<file path="config.mk">
export PLATFORM = sky130hd
export DESIGN_NAME = mips_cpu_alu_regfile
export DESIGN_NICKNAME = d
export VERILOG_FILES = /design/src/rtl/mips_cpu_alu_regfile.sv
export SDC_FILE = /design/constraint.sdc
export NUM_CORES = 2
export LEC_CHECK = 0
export BUFFER_PORTS_ARGS = -buffer_cell sky130_fd_sc_hd__buf_2
export CORE_MARGIN = 2
export CORE_UTILIZATION = 40
export CTS_BUF_LIST = sky130_fd_sc_hd__clkbuf_4 sky130_fd_sc_hd__clkbuf_8
export DETAILED_ROUTE_END_ITERATION = 8
export GPL_TIMING_DRIVEN = 0
export SETUP_SLACK_MARGIN = 0.3
export SLEW_MARGIN = 5
export SYNTH_ARGS = -nofsm -noshare
export SYNTH_HDL_FRONTEND = slang
export SYNTH_SLANG_ARGS = --single-unit
</file>
<file path="constraint.sdc">
create_clock -name clk -period 6.9 [get_ports clk]
set_input_delay 0 -clock clk [delete_from_list [all_inputs] [get_ports clk]]
set_output_delay 0 -clock clk [all_outputs]
set_load 0.01 [all_outputs]
</file>
<file path="src/rtl/mips_cpu_alu_regfile.sv">
// Execute datapath of the multicycle MIPS-I CPU: 32x32 register file plus combinational ALU.
// Optional write-to-read bypass when MIPS_REGFILE_BYPASS_EN is defined.
module mips_cpu_alu_regfile (
  input  logic        clk,
  input  logic        reset,
  input  logic [5:0]  funct,
  input  logic [5:0]  opcode,
  input  logic [4:0]  shamt,
  input  logic [15:0] immediate,
  input  logic [4:0]  read_index_rs,
  input  logic [4:0]  read_index_rt,
  output logic [31:0] read_data_rs,
  output logic [31:0] read_data_rt,
  input  logic [4:0]  write_index,
  input  logic        write_enable,
  input  logic [31:0] write_data,
  output logic [31:0] register_v0,
  input  logic        carry_in,
  output logic [31:0] alu_out,
  output logic        branch,
  output logic        carry_out,
  output logic        zero
);

  localparam logic [5:0] OP_RTYPE  = 6'b000000;
  localparam logic [5:0] OP_REGIMM = 6'b000001;
  localparam logic [5:0] OP_BEQ    = 6'b000100;
  localparam logic [5:0] OP_BNE    = 6'b000101;
  localparam logic [5:0] OP_BLEZ   = 6'b000110;
  localparam logic [5:0] OP_BGTZ   = 6'b000111;
  localparam logic [5:0] OP_ADDIU  = 6'b001001;
  localparam logic [5:0] OP_SLTI   = 6'b001010;
  localparam logic [5:0] OP_SLTIU  = 6'b001011;
  localparam logic [5:0] OP_ANDI   = 6'b001100;
  localparam logic [5:0] OP_ORI    = 6'b001101;
  localparam logic [5:0] OP_XORI   = 6'b001110;
  localparam logic [5:0] OP_LUI    = 6'b001111;

  logic [31:0][31:0] regs;

  // Index 0 is never written, so it stays zero from reset onward.
  always_ff @(posedge clk or negedge reset) begin
    if (!reset)
      regs <= '0;
    else if (write_enable && write_index != 5'd0)
      regs[write_index] <= write_data;
  end

`ifdef MIPS_REGFILE_BYPASS_EN
  logic byp_ok;
  assign byp_ok = write_enable && reset && (write_index != 5'd0);
`endif

  always_comb begin
    read_data_rs = (read_index_rs == 5'd0) ? 32'd0 : regs[read_index_rs];
    read_data_rt = (read_index_rt == 5'd0) ? 32'd0 : regs[read_index_rt];
    register_v0  = regs[2];
`ifdef MIPS_REGFILE_BYPASS_EN
    if (byp_ok && write_index == read_index_rs) read_data_rs = write_data;
    if (byp_ok && write_index == read_index_rt) read_data_rt = write_data;
    if (byp_ok && write_index == 5'd2)          register_v0  = write_data;
`endif
  end

  logic [31:0] a, b, sext, zext;
  logic [32:0] add_ab, sub_ab, add_imm;

  assign a       = read_data_rs;
  assign b       = read_data_rt;
  assign sext    = {{16{immediate[15]}}, immediate};
  assign zext    = {16'h0, immediate};
  assign add_ab  = {1'b0, a} + {1'b0, b};
  // Subtract as A + ~B + 1 so carry_out follows the MIPS borrow-inverted convention.
  assign sub_ab  = {1'b0, a} + {1'b0, ~b} + 33'd1;
  assign add_imm = {1'b0, a} + {1'b0, sext};

  always_comb begin
    alu_out   = 32'd0;
    branch    = 1'b0;
    carry_out = 1'b0;
    case (opcode)
      OP_RTYPE: begin
        case (funct)
          6'b000000: alu_out = b << shamt;
          6'b000010: alu_out = b >> shamt;
          6'b000011: alu_out = $signed(b) >>> shamt;
          6'b000100: alu_out = b << a[4:0];
          6'b000110: alu_out = b >> a[4:0];
          6'b000111: alu_out = $signed(b) >>> a[4:0];
          6'b100001: begin alu_out = add_ab[31:0]; carry_out = add_ab[32]; end
          6'b100011: begin alu_out = sub_ab[31:0]; carry_out = sub_ab[32]; end
          6'b100100: alu_out = a & b;
          6'b100101: alu_out = a | b;
          6'b100110: alu_out = a ^ b;
          6'b100111: alu_out = ~(a | b);
          6'b101010: alu_out = {31'd0, $signed(a) < $signed(b)};
          6'b101011: alu_out = {31'd0, a < b};
          default:   alu_out = 32'd0;
        endcase
      end
      OP_ADDIU,
      6'b100000, 6'b100001, 6'b100010, 6'b100011, 6'b100100, 6'b100101, 6'b100110,
      6'b101000, 6'b101001, 6'b101011: begin
        alu_out   = add_imm[31:0];
        carry_out = add_imm[32];
      end
      OP_SLTI:  alu_out = {31'd0, $signed(a) < $signed(sext)};
      OP_SLTIU: alu_out = {31'd0, a < sext};
      OP_ANDI:  alu_out = a & zext;
      OP_ORI:   alu_out = a | zext;
      OP_XORI:  alu_out = a ^ zext;
      OP_LUI:   alu_out = {immediate, 16'h0};
      OP_BEQ, OP_BNE, OP_BLEZ, OP_BGTZ, OP_REGIMM: begin
        alu_out   = sub_ab[31:0];
        carry_out = sub_ab[32];
        case (opcode)
          OP_BEQ:  branch = (a == b);
          OP_BNE:  branch = (a != b);
          OP_BLEZ: branch = a[31] | (a == 32'd0);
          OP_BGTZ: branch = ~a[31] & (a != 32'd0);
          default: begin
            case (read_index_rt)
              5'b00000, 5'b10000: branch = a[31];
              5'b00001, 5'b10001: branch = ~a[31];
              default:            branch = 1'b0;
            endcase
          end
        endcase
      end
      default: alu_out = 32'd0;
    endcase
  end

  assign zero = (alu_out == 32'd0);

  // carry_in is reserved by the control FSM interface and intentionally has no effect.
  logic unused_ok;
  assign unused_ok = &{1'b0, carry_in};

endmodule

</file>
==> results_dict.tcl <==
set metrics [dict create \
    slew_viol_final 109 \
    yosysSeqAreaShare_pct 35.7 \
    htreeDepth 4 \
    wire_per_inst_um 45.6 \
    portBuffers 202 \
    leakage_nw 36.8 \
    grt_max_degree 161 \
    rsz0062_at_grt "yes" \
    r2r-end "regs[992]" \
    cp_data_required_time_ns 6.90 \
    status "complete, but fails checks" \
    clock_latency_ns 0.99 \
    synth_area_um2 71800 \
    hold_viol 0 \
    die_h_um 428 \
    hold_path_end "regs[1022]" \
    clock_path_buffers 3 \
    cts.clk_slew.worst_paths_ns 0.07 \
    synth_edf_count 0 \
    regToRegSetupSlack_ns 5.55 \
    num_vias 65200 \
    synth_top_flop_cell "dfrtp_1" \
    clock_sinks 1024 \
    ys_async_sr_fraction_pct 100 \
    crit_arrival_ns 7.98 \
    setup_tns_ns -1.22 \
    postSynthCellCount 6093 \
    grt_first_pass_wirelength_mm 557 \
    viasPerCell 7.05 \
    cts_tree "done" \
    num_rows 155 \
    p_per_area_nw_per_um2 285 \
    ys_ff_latch 1024 \
    dieArea_um2 183000 \
    ir_drop_mv 0.212 \
    cp-start-kind "register" \
    layout_commonest_cell "mux2_2" \
    setup_violations 5 \
    hold_depth 3 \
    initial_core_util_pct 40.2 \
    syn_nets 6380 \
    finalClockSkew_ns 0 \
    syn2layout_area_growth_pct 18.5 \
    routabilityCongestion 1.07 \
    place_inst 8688 \
    wl_mm 422 \
    crit_path_end_kind "output port" \
    violations "max-capacitance violations, max-slew violations, negative setup slack" \
    timing.slew.headroom_pct -10.8 \
    cts_buffers 166 \
    core-area_um2 178000 \
    nets 7008 \
    min_period_over_period_pct 116 \
    worst_pin_slew_ns 1.66 \
    power_mw 24.3 \
    synth_cell_types 125 \
    grt_overflow_total 0 \
    ios 215 \
    ant_nets 0 \
    reg2regPathDepth 2 \
    critPathLaunch "regs[544]" \
    min_from "write_data[30]" \
    die_w_um 428 \
    setup_slack_ns -1.08 \
    period_needed_ns 7.98 \
    hold_path_class "in2reg" \
    cap_violations 14 \
    drtIter0Drc 9270 \
    cp_max_fo 10 \
    fin_cells 9249 \
    avgSynthCellArea_um2 11.8 \
    route.detailed.drc 0 \
    grtUsageTotal_pct 45.3 \
    critical_path_class "reg2out" \
    num-fill-cells 16400 \
    clockRootBuffer "clkbuf_8" \
    drive_above_1_share_pct 40.8 \
    drtPass1Iterations 9 \
    final_cell_mix "mux2_2 (1,030), dfrtp_1 (1,021), mux2i_1 (448)" \
    antenna_found_initial 45 \
    max_freq_mhz 125 \
    hpwlAfterDp_mm 306 \
    crit-reg2reg-launch "regs[992]" \
    grt_pass1_vias 62600 \
    yosysWarnings 0 \
]
metrics by stage:
stage | area [um^2] | util (%) | setup slack, ns | hold slack, ns
floorplan | 71900 | - | 0.304 | -0.296
finish | 85100 | 47.7 | -1.08 | 0.113
detailed placement | 76600 | 42.9 | -5.20 | -0.121
CTS | 84200 | 47.2 | -0.734 | 0.0517
global placement | 75800 | 42.5 | -16.66 | 0.276
global route | 85000 | 47.6 | -0.799 | 0.120
metal layers:
metal / wire (um) / track usage [%] / vias up
li1: - / - / 24700
met1: 150000 / 53.6 / 33400
met2: 177000 / 65.7 / 5499
met3: 50500 / 15.8 / 1644
met4: 44100 / 38.8 / 19
met5: 306 / 0.130 / -
power by group:
group          internal [mW]  switching (mW)
Combinational           4.13            6.04
Sequential              7.15           0.944
Clock                   3.22            2.77
Total                   14.5            9.76
worst max-delay path by stage:
stage / endpoint / slack [ns] / cells after the start
2_1_floorplan: zero / 0.30 / 29
3_3_place_gp: regs[451] / -16.66 / 1
3_5_place_dp: zero / -5.20 / 26
4_1_cts: zero / -0.73 / 23
5_1_grt: zero / -0.80 / 24
6_report: zero / -1.08 / 19
area by class of cell:
cell class / count / area, um^2 / area share [%]
multi-input cells: 4306 / 44100 / 51.8
flip-flops and latches: 1024 / 25600 / 30.1
plain buffers: 613 / 4280 / 5.03
repair buffers: 460 / 3660 / 4.31
clock buffers: 270 / 3370 / 3.96
well taps: 2355 / 2950 / 3.46
inverters: 150 / 642 / 0.755
clock inverters: 32 / 330 / 0.388
diodes: 39 / 97.6 / 0.115
critical path, cell delays in order (launching register included):
cell and delay (ns):
dfrtp_1 0.41, buf_4 0.16, mux2i_1 0.07, a22oi_1 0.23, a21oi_2 0.11, or4_1 0.67, clkbuf_1 0.30, o21ai_4 0.40
buf_2 0.39, nor4_1 0.08, a221oi_1 1.08, inv_1 0.26, a221oi_1 0.74, a31oi_1 0.37, or4_4 0.61, nor4b_4 0.30
nand4b_1 0.22, nor4_2 0.29, and3_1 0.18, buf_2 0.13
cells by family (layout without fill, tap and decap cells):
family,after synthesis,count (layout),synth area share (%)
AO/OA/AOI/OAI,1062,1062,10.6
XOR/XNOR,98,98,1.20
adder cells (fa/ha/maj),203,203,3.57
buffers and inverters,763,1525,5.09
flip-flops,1024,1024,35.7
multiplexers,1948,1948,36.8
other,0,39,0
AND/OR/NAND/NOR,995,995,7.00
flip-flops by register name, indices dropped and copies added (netlist names):
register	cells
regs	992
register_v0	32
Yosys cell counts, types with 58 or more instances:
cell	number	area share, %
nor3_1	58	0.40
xnor2_1	83	1.0
inv_1	133	0.70
buf_1	82	0.43
nor2_1	244	1.3
nand3_1	123	0.86
o21ai_0	117	0.82
a22oi_1	152	1.6
a21oi_1	197	1.4
dfrtp_1	1024	36
mux4_2	429	13
mux2_2	1032	16
buf_2	97	0.68
ha_1	200	3.5
clkbuf_1	330	1.7
o22ai_1	61	0.53
mux2i_1	463	6.5
nand2_1	267	1.4
timing repair:
action	CTS	global route
hold buffers	78	0
setup buffers	109	31
endpoints found under the setup margin	35	20
gates resized for setup	515	146
cloned	2	0
pin swaps	61	48
hold endpoints to repair	1461	0
(Power assumes the default switching activity.)
